### src/rtl/grid_pkg.sv
// Shared definitions for the grid streamer: FSM state codes and default grid size.
// No logic; constants and types only.
// Imported by grid_streamer and available to any sibling block.
package grid_pkg;

    localparam int GRID_WIDTH  = 8;
    localparam int GRID_HEIGHT = 8;

    typedef logic [1:0] state_t;

    localparam state_t ST_IDLE  = 2'd0;
    localparam state_t ST_LOAD  = 2'd1;
    localparam state_t ST_RUN   = 2'd2;
    localparam state_t ST_DRAIN = 2'd3;

endpackage

### src/rtl/cell_grid.sv
// Purpose: one Game-of-Life generation over a flattened WIDTH x HEIGHT grid, dead border.
// Latency: purely combinational, zero cycles.
// Backpressure: none; output follows the input grid continuously.
module cell_grid #(
    parameter int WIDTH  = 8,
    parameter int HEIGHT = 8
) (
    input  logic [WIDTH*HEIGHT-1:0] cur_state,
    output logic [WIDTH*HEIGHT-1:0] next_state
);

    // Grid surrounded by a one-cell ring of zeros so every cell sees eight
    // neighbours with constant indices and nothing wraps across an edge.
    // pad[r+1] holds grid row r; bit b+1 of a padded row holds row bit b.
    logic [HEIGHT+1:0][WIDTH+1:0] pad;

    assign pad[0]        = '0;
    assign pad[HEIGHT+1] = '0;

    for (genvar r = 0; r < HEIGHT; r++) begin : g_pad
        assign pad[r+1] = {1'b0, cur_state[(HEIGHT-1-r)*WIDTH +: WIDTH], 1'b0};
    end

    for (genvar r = 0; r < HEIGHT; r++) begin : g_row
        for (genvar b = 0; b < WIDTH; b++) begin : g_cell
            logic [3:0] nbr;
            logic       self_alive;

            assign self_alive = pad[r+1][b+1];
            assign nbr = 4'(pad[r][b])   + 4'(pad[r][b+1])   + 4'(pad[r][b+2])
                       + 4'(pad[r+1][b])                     + 4'(pad[r+1][b+2])
                       + 4'(pad[r+2][b]) + 4'(pad[r+2][b+1]) + 4'(pad[r+2][b+2]);

            // Birth on exactly three neighbours, survival on two or three.
            assign next_state[(HEIGHT-1-r)*WIDTH + b] = (nbr == 4'd3) || (self_alive && (nbr == 4'd2));
        end
    end

endmodule

### src/rtl/grid_streamer.sv
// Purpose: load a grid row by row, run step_count Life generations, stream the rows back.
// Latency: first out_valid K+1 cycles after the last load handshake (K = step_count).
// Backpressure: rows held stable until out_ready; load_valid gaps simply stall loading.
module grid_streamer
    import grid_pkg::*;
#(
    parameter int WIDTH  = GRID_WIDTH,
    parameter int HEIGHT = GRID_HEIGHT
) (
    input  logic             clk,
    input  logic             rst,
    input  logic             start,
    input  logic [7:0]       step_count,
    input  logic             load_valid,
    input  logic [WIDTH-1:0] load_data,
    output logic             load_ready,
    output logic             out_valid,
    output logic [WIDTH-1:0] out_data,
    input  logic             out_ready,
    output logic             busy,
    output logic             done
);

    // Row counter is one bit wider than the row index; it never passes HEIGHT-1
    // because it is cleared on the last handshake of each phase.
    localparam int               ROW_W    = $clog2(HEIGHT) + 1;
    localparam int               IDX_W    = ROW_W - 1;
    localparam logic [ROW_W-1:0] LAST_ROW = ROW_W'(HEIGHT - 1);

    state_t                       state_q;
    logic [ROW_W-1:0]             row_cnt_q;
    logic [7:0]                   gen_cnt_q;
    logic                         done_q;
    // Index 0 is the most significant row, so the packed array is already in
    // the flattened top-row-first order expected by cell_grid.
    logic [0:HEIGHT-1][WIDTH-1:0] grid_q;
    logic [WIDTH*HEIGHT-1:0]      grid_next;
    logic [IDX_W-1:0]             row_idx;
    logic                         load_fire;
    logic                         out_fire;

    assign row_idx    = row_cnt_q[IDX_W-1:0];
    assign load_ready = (state_q == ST_LOAD);
    assign out_valid  = (state_q == ST_DRAIN);
    assign out_data   = grid_q[row_idx];
    assign busy       = (state_q != ST_IDLE);
    assign done       = done_q;
    assign load_fire  = load_valid && load_ready;
    assign out_fire   = out_valid && out_ready;

    cell_grid #(
        .WIDTH  (WIDTH),
        .HEIGHT (HEIGHT)
    ) u_cell_grid (
        .cur_state  (grid_q),
        .next_state (grid_next)
    );

    // Sequencer: IDLE -> LOAD -> (RUN) -> DRAIN -> IDLE, with a one-cycle done pulse.
    always_ff @(posedge clk or posedge rst) begin
        if (rst) begin
            state_q   <= ST_IDLE;
            row_cnt_q <= '0;
            gen_cnt_q <= '0;
            done_q    <= 1'b0;
            grid_q    <= '0;
        end else begin
            done_q <= 1'b0;
            case (state_q)
                ST_IDLE: begin
                    if (start) begin
                        gen_cnt_q <= step_count;
                        row_cnt_q <= '0;
                        state_q   <= ST_LOAD;
                    end
                end
                ST_LOAD: begin
                    if (load_fire) begin
                        grid_q[row_idx] <= load_data;
                        if (row_cnt_q == LAST_ROW) begin
                            row_cnt_q <= '0;
                            state_q   <= (gen_cnt_q != 8'd0) ? ST_RUN : ST_DRAIN;
                        end else begin
                            row_cnt_q <= row_cnt_q + 1'b1;
                        end
                    end
                end
                ST_RUN: begin
                    grid_q    <= grid_next;
                    gen_cnt_q <= gen_cnt_q - 8'd1;
                    if (gen_cnt_q == 8'd1) begin
                        state_q <= ST_DRAIN;
                    end
                end
                ST_DRAIN: begin
                    if (out_fire) begin
                        if (row_cnt_q == LAST_ROW) begin
                            row_cnt_q <= '0;
                            state_q   <= ST_IDLE;
                            done_q    <= 1'b1;
                        end else begin
                            row_cnt_q <= row_cnt_q + 1'b1;
                        end
                    end
                end
                default: begin
                    state_q <= ST_IDLE;
                end
            endcase
        end
    end

endmodule

### config.mk
export PLATFORM = sky130hd
export DESIGN_NAME = grid_streamer
export DESIGN_NICKNAME = d
export VERILOG_FILES = /design/src/rtl/grid_pkg.sv /design/src/rtl/cell_grid.sv /design/src/rtl/grid_streamer.sv
export SDC_FILE = /design/constraint.sdc
export NUM_CORES = 1
export LEC_CHECK = 0
export ABC_CLOCK_PERIOD_IN_PS = 3200
export BUFFER_PORTS_ARGS = -buffer_cell sky130_fd_sc_hd__buf_2
export CORE_ASPECT_RATIO = 1.1
export CORE_UTILIZATION = 41
export DETAILED_ROUTE_END_ITERATION = 10
export GPL_TIMING_DRIVEN = 0
export PLACE_DENSITY = 0.7
export SYNTH_ARGS = -nofsm -noshare
export SYNTH_HDL_FRONTEND = slang
export SYNTH_HIERARCHICAL = 1
export SYNTH_SLANG_ARGS = --single-unit
### constraint.sdc
create_clock -name clk -period 3.2 [get_ports clk]
set_input_delay 0.16 -clock clk [delete_from_list [all_inputs] [get_ports clk]]
set_output_delay 0.16 -clock clk [all_outputs]
set_load 0.02 [all_outputs]
==> results of run 1 <==
==> layout make-up <==
class | count | share of cell area
clock inverter | 5 | 0.00373
sequential | 79 | 0.131
multi-input combinational | 937 | 0.649
inverter | 276 | 0.0759
tap | 408 | 0.0330
clock buffer | 11 | 0.0157
buffer | 39 | 0.0143
timing repair buffer | 158 | 0.0771
==> placed cells by master, fill, tap and decap left out, types with 7 or more instances in the layout <==
cell type   instances
fa_2               31
dfrtp_2            42
fa_1              165
a21oi_4             9
a22oi_1            60
nand2_1            41
nor3_1              7
dfrtp_1            37
clkbuf_1           13
ha_1              118
buf_4             118
or2_4              29
buf_2              49
clkbuf_16           9
nor3b_1            28
a21oi_1            70
o21ai_1            42
inv_1             218
inv_2              16
ha_2               14
nand3_1            35
o21ai_2            19
buf_6              14
o22ai_1            45
a21oi_2            21
ha_4               16
mux2i_1            10
inv_4              20
nor2_1             54
nor2b_1            18
o21ai_0            32
clkinvlp_4         22
a31oi_1             9
==> cell families after synthesis <==
| family | after synthesis |
|---|---|
| fa+ha+maj | 344 |
| compound gates | 334 |
| buf+inv | 315 |
| simple gates | 238 |
| flops | 79 |
| mux | 21 |
==> layer usage <==
metal,part of all wire,vias to the layer above
met5,0,-
met4,0.044,0
met3,0.059,121
met2,0.50,460
met1,0.40,5480
li1,-,4802
==> through the flow <==
step / std cells / area, um2 / setup WS, ns
floorplan: 1331 / 12700 / -0.173
global placement: 1771 / 13400 / -0.559
detailed placement: 1772 / 13400 / -0.647
CTS: 1891 / 15000 / -0.157
global route: 1913 / 15400 / -0.296
finish: 1913 / 15400 / -0.183
==> path summary, 6_finish.rpt <==
path | startpoint | to | slack, ns
hold / removal | out_ready | done | 0.06
hold reg to reg | row_cnt_q[3] | row_cnt_q[3] | 0.54
setup reg to reg | grid_q[44] | grid_q[53] | -0.18
setup / recovery | grid_q[44] | grid_q[53] | -0.18
max in group asynchronous | rst | grid_q[37] | 2.26
min in group asynchronous | rst | grid_q[58] | 0.28
==> worst max-delay path, cell delays in order, from the launching register on <==
cell and delay, ns:
dfrtp_2 0.39, clkinvlp_4 0.19, fa_1 0.56, fa_1 0.42, fa_1 0.50, inv_1 0.05, ha_2 0.18, fa_2 0.34
or2_4 0.26, a21oi_2 0.15, a22oi_1 0.11, o21ai_1 0.16
==> sequential cells by signal, summed over array words and instances, names as in the netlist <==
name / cells
grid_q: 64
gen_cnt_q: 8
state_q: 2
done: 1
row_cnt_q: 4
==> what timing repair did <==
item,4_1_cts,5_1_grt
hold endpoints to repair,12,0
resized for setup,187,56
setup buffers,102,22
hold buffers,1,0
setup endpoints to repair,30,31
pin swaps,80,62
==> results.sh, run 1 <==
export IMPL_root_buffer="clkbuf_16"
export IMPL_grt_ovfl_total=0
export IMPL_clockBufferDepth=2
export IMPL_maxCapViolCount=0
export IMPL_cp_max_fo=5
export IMPL_routed_via_density=5.68
export IMPL_drc_errors=0
export IMPL_avgSynthCellArea_um2=9.46
export IMPL_cts_sinks=79
export IMPL_use_met2=0.417
export IMPL_use_met1=0.310
export IMPL_port_buffers=32
export IMPL_synth_xor_area_frac=0
export IMPL_syn_to_final_growth_pct=22.7
export IMPL_layout_drive_gt1_share=0.309
export IMPL_clkTransAtPathRegs_ns=0.07
export IMPL_synth_top_family_by_area="adder cells"
export IMPL_cts_tree="built"
export IMPL_h_tree_depth=3
export IMPL_dieWidth_um=169
export IMPL_synth_compound_area_frac=0.159
export IMPL_worstPathArrival_ns=3.65
export IMPL_numCtsBuffers=9
export IMPL_n_fill_cell=2687
export IMPL_synthSimpleGateAreaFrac=0.104
export IMPL_multi_input_area_um2=10000
export IMPL_core_area_um2=29900
export IMPL_synth_area_leaders="fa_1, dfrtp_1, ha_1"
export IMPL_start_util=0.421
export IMPL_cp_end_kind="flip-flop"
export IMPL_finalSetupViolations=20
export IMPL_holdPathStages=2
export IMPL_wl_per_cell_um=19.5
export IMPL_syn_area_um2=12600
export IMPL_grt_util_met3=0.0310
export IMPL_max_freq_mhz=296
export IMPL_antenna_found_initial=0
export IMPL_drt_antenna_violating_nets=0
export IMPL_insertion_delay_ns=0.35
export IMPL_ys_ff_latch=79
export IMPL_final_util=0.517
export IMPL_required_ns=3.47
export IMPL_setup_tns_ns=-2.23
export IMPL_drt_initial_drc_count=964
export IMPL_status="complete, but fails checks"
export IMPL_fin_crit_ns=3.38
export IMPL_yosysTopAreaCell="fa_1"
export IMPL_n_antenna_cell=0
export IMPL_muxShareOfSynthArea=0.0220
export IMPL_yosysWarningCount=6
export IMPL_dieArea_um2=31400
export IMPL_seq_area_um2=2030
export IMPL_drtPass1Iterations=7
export IMPL_syn_inst=1331
export IMPL_hold_viol=0
export IMPL_max_slew_margin=0.424
export IMPL_rows=66
export IMPL_setup_ws_ns=-0.183
export IMPL_yosysMostFrequentCell="inv_1"
export IMPL_grt_setup_unrepaired="true"
export IMPL_io_pins=33
export IMPL_gp_congestion=0.948
export IMPL_grt_pass1_vias=11258
export IMPL_dp_hpwl_um=26800
export IMPL_track_usage=0.246
export IMPL_finClkSkew_ns=0.00935
export IMPL_synth_top_area_frac=0.312
export IMPL_ys_types=55
export IMPL_reg2regPathDepth=11
export IMPL_crit_path_start_kind="flip-flop"
export IMPL_grt_max_degree=68
export IMPL_yosysSeqAreaShare=0.157
export IMPL_grt_pass1_wl_um=59400
export IMPL_ys_flop_type="dfrtp_1"
export IMPL_die_y_um=186
export IMPL_wl_um=37200
export IMPL_synth_edf_count=0
export IMPL_hold_ws_ns=0.0559
export IMPL_async_flop_share=1.00
export IMPL_tightest_slew_ns=0.859
export IMPL_fin_nets=1865
export IMPL_syn_nets=1696
export IMPL_violations="negative setup slack"
export IMPL_synth_fa_ha_area_frac=0.459
export IMPL_busiest_layer="met2"
export IMPL_drv_slew=0
export IMPL_vias=10863
export IMPL_min_period_over_period=1.06
export IMPL_synth_common_cells="inv_1, fa_1, ha_1, a21oi_1, dfrtp_1"
export IMPL_setup_worst_path_class="reg -> reg"
export IMPL_hold_class="in -> reg"
Power of run 1 is left out: the tool's default activity adds up to more than one toggle a clock period on the data nets, which glitch-free logic cannot reach.
==> run 2: changes to the inputs <==
--- a/config.mk
+++ b/config.mk
@@ -12,6 +12,7 @@
 export DETAILED_ROUTE_END_ITERATION = 10
 export GPL_TIMING_DRIVEN = 0
 export PLACE_DENSITY = 0.7
+export SETUP_SLACK_MARGIN = 0.3
 export SYNTH_ARGS = -nofsm -noshare
 export SYNTH_HDL_FRONTEND = slang
 export SYNTH_HIERARCHICAL = 1
==> run 2 against run 1 <==
- the flow still finishes with violations (negative setup slack)
- first-iteration DRC count fell by 6.8%
- sequential share of layout area fell by 0.12 points
- hold slack improved by 0.0067 ns
- clock skew rose by 0.0022 ns
- count of clock-buffer cells in the layout fell by 2
- global-route usage rose by 0.47 points
- largest cell class unchanged
==> results.sh, run 2 (same netlist as run 1, synthesis figures left out) <==
export IMPL_h_tree_depth=3
export IMPL_n_fill_cell=2701
export IMPL_hold_class="in -> reg"
export IMPL_track_usage=0.251
export IMPL_die_y_um=186
export IMPL_rows=66
export IMPL_fin_crit_ns=3.45
export IMPL_setup_ws_ns=-0.254
export IMPL_insertion_delay_ns=0.36
export IMPL_grt_setup_unrepaired="true"
export IMPL_required_ns=3.47
export IMPL_numCtsBuffers=9
export IMPL_antenna_found_initial=0
export IMPL_finClkSkew_ns=0.0115
export IMPL_min_period_over_period=1.08
export IMPL_fin_nets=1868
export IMPL_layout_drive_gt1_share=0.336
export IMPL_port_buffers=32
export IMPL_drt_initial_drc_count=898
export IMPL_drt_antenna_violating_nets=0
export IMPL_dieArea_um2=31400
export IMPL_fin_cells=1917
export IMPL_crit_path_start_kind="flip-flop"
export IMPL_largest_register="grid_q"
export IMPL_start_util=0.421
export IMPL_core_area_um2=29900
export IMPL_syn_to_final_growth_pct=24.0
export IMPL_drv_slew=0
export IMPL_grt_max_degree=51
export IMPL_root_buffer="clkbuf_16"
export IMPL_largest_reg_flops=64
export IMPL_cts_tree="built"
export IMPL_maxCapViolCount=0
export IMPL_max_freq_mhz=290
export IMPL_tightest_slew_ns=0.864
export IMPL_vias=10929
export IMPL_drtPass1Iterations=7
export IMPL_clkTransAtPathRegs_ns=0.06
export IMPL_wl_um=37800
export IMPL_max_slew_margin=0.421
export IMPL_dieWidth_um=169
export IMPL_drc_errors=0
export IMPL_cp_max_fo=5
export IMPL_dp_hpwl_um=26900
export IMPL_reg_top3="grid_q (64), gen_cnt_q (8), row_cnt_q (4)"
export IMPL_grt_pass1_vias=11478
export IMPL_finalSetupViolations=21
export IMPL_grt_pass1_wl_um=60500
export IMPL_wl_per_cell_um=19.7
export IMPL_gp_congestion=0.930
export IMPL_cts_sinks=79
export IMPL_routed_via_density=5.70
export IMPL_cp_end_kind="flip-flop"
export IMPL_grt_ovfl_total=0
export IMPL_final_common_cell="inv_1"
export IMPL_hold_ws_ns=0.0626
export IMPL_clockBufferDepth=2
export IMPL_hold_viol=0
export IMPL_status="complete, but fails checks"
export IMPL_dp_cells=1772
export IMPL_mostFrequentLayoutCells="inv_1, fa_1, buf_4"
export IMPL_io_pins=33
export IMPL_final_util=0.522
export IMPL_setup_worst_path_class="reg -> reg"
export IMPL_worstPathArrival_ns=3.73
export IMPL_violations="negative setup slack"
==> run 2: cell types whose count changed in the layout (fill, tap and decap cells not counted), moves of 5 or more <==
cell,before,now
inv_2,16,25
o21ai_2,19,24
fa_2,31,40
fa_1,165,156
inv_1,218,209
==> run 2: critical path, stage by stage, from the launching register on <==
cell and delay, ns:
dfrtp_2 0.40, clkinvlp_4 0.22, fa_1 0.61, fa_1 0.45, fa_1 0.57, inv_2 0.05
ha_4 0.16, fa_2 0.35, or2_4 0.24, a21oi_2 0.15, a22oi_1 0.07, o21ai_1 0.09
==> run 2: stage by stage <==
step                instance area (um2)  setup WS, ns  setup TNS [ns]
global placement                  13500        -0.590          -39.62
detailed placement                13500        -0.630          -12.27
global route                      15600        -0.322           -5.29
CTS                               15200        -0.203           -2.49
floorplan                         12800        -0.173           -2.67
finish                            15600        -0.254           -2.67
==> run 2: layout make-up <==
type / instances / area, um2 / share of cell area
Antenna cell: 1 / 2.50 / 0.000160
Clock inverter: 7 / 95.1 / 0.00609
Timing Repair Buffer: 161 / 1220 / 0.0783
Multi-Input combinational cell: 937 / 10100 / 0.649
Clock buffer: 9 / 225 / 0.0144
Buffer: 39 / 220 / 0.0141
Tap cell: 408 / 510 / 0.0327
Sequential cell: 79 / 2030 / 0.130
Inverter: 276 / 1170 / 0.0751
==> run 2: metal layers <==
metal  GRT usage  up-vias  share of wire
met5           0        -              0
met4       0.116        0          0.049
met3      0.0372      138          0.067
met2       0.433      517           0.49
met1       0.311     5454           0.40
li1            -     4820              -
==> run 2: what timing repair did <==
action	in CTS	in global routing
resized for setup	194	65
hold buffers	1	0
hold endpoints to repair	29	0
buffers inserted	106	21
setup endpoints to repair	36	38
pin swaps	93	71
==> run 2: path summary, 6_finish.rpt <==
path / startpoint / end / slack [ns] / cells after the start
worst max register to register: grid_q[36] / grid_q[45] / -0.25 / 11
min in group asynchronous: rst / grid_q[51] / 0.36 / 3
worst min register to register: row_cnt_q[3] / row_cnt_q[3] / 0.52 / 1
worst min-delay path: out_ready / done / 0.06 / 2
max in group asynchronous: rst / grid_q[41] / 2.18 / 4
worst max-delay path: grid_q[36] / grid_q[45] / -0.25 / 11
Power of run 2 is left out for the same reason.
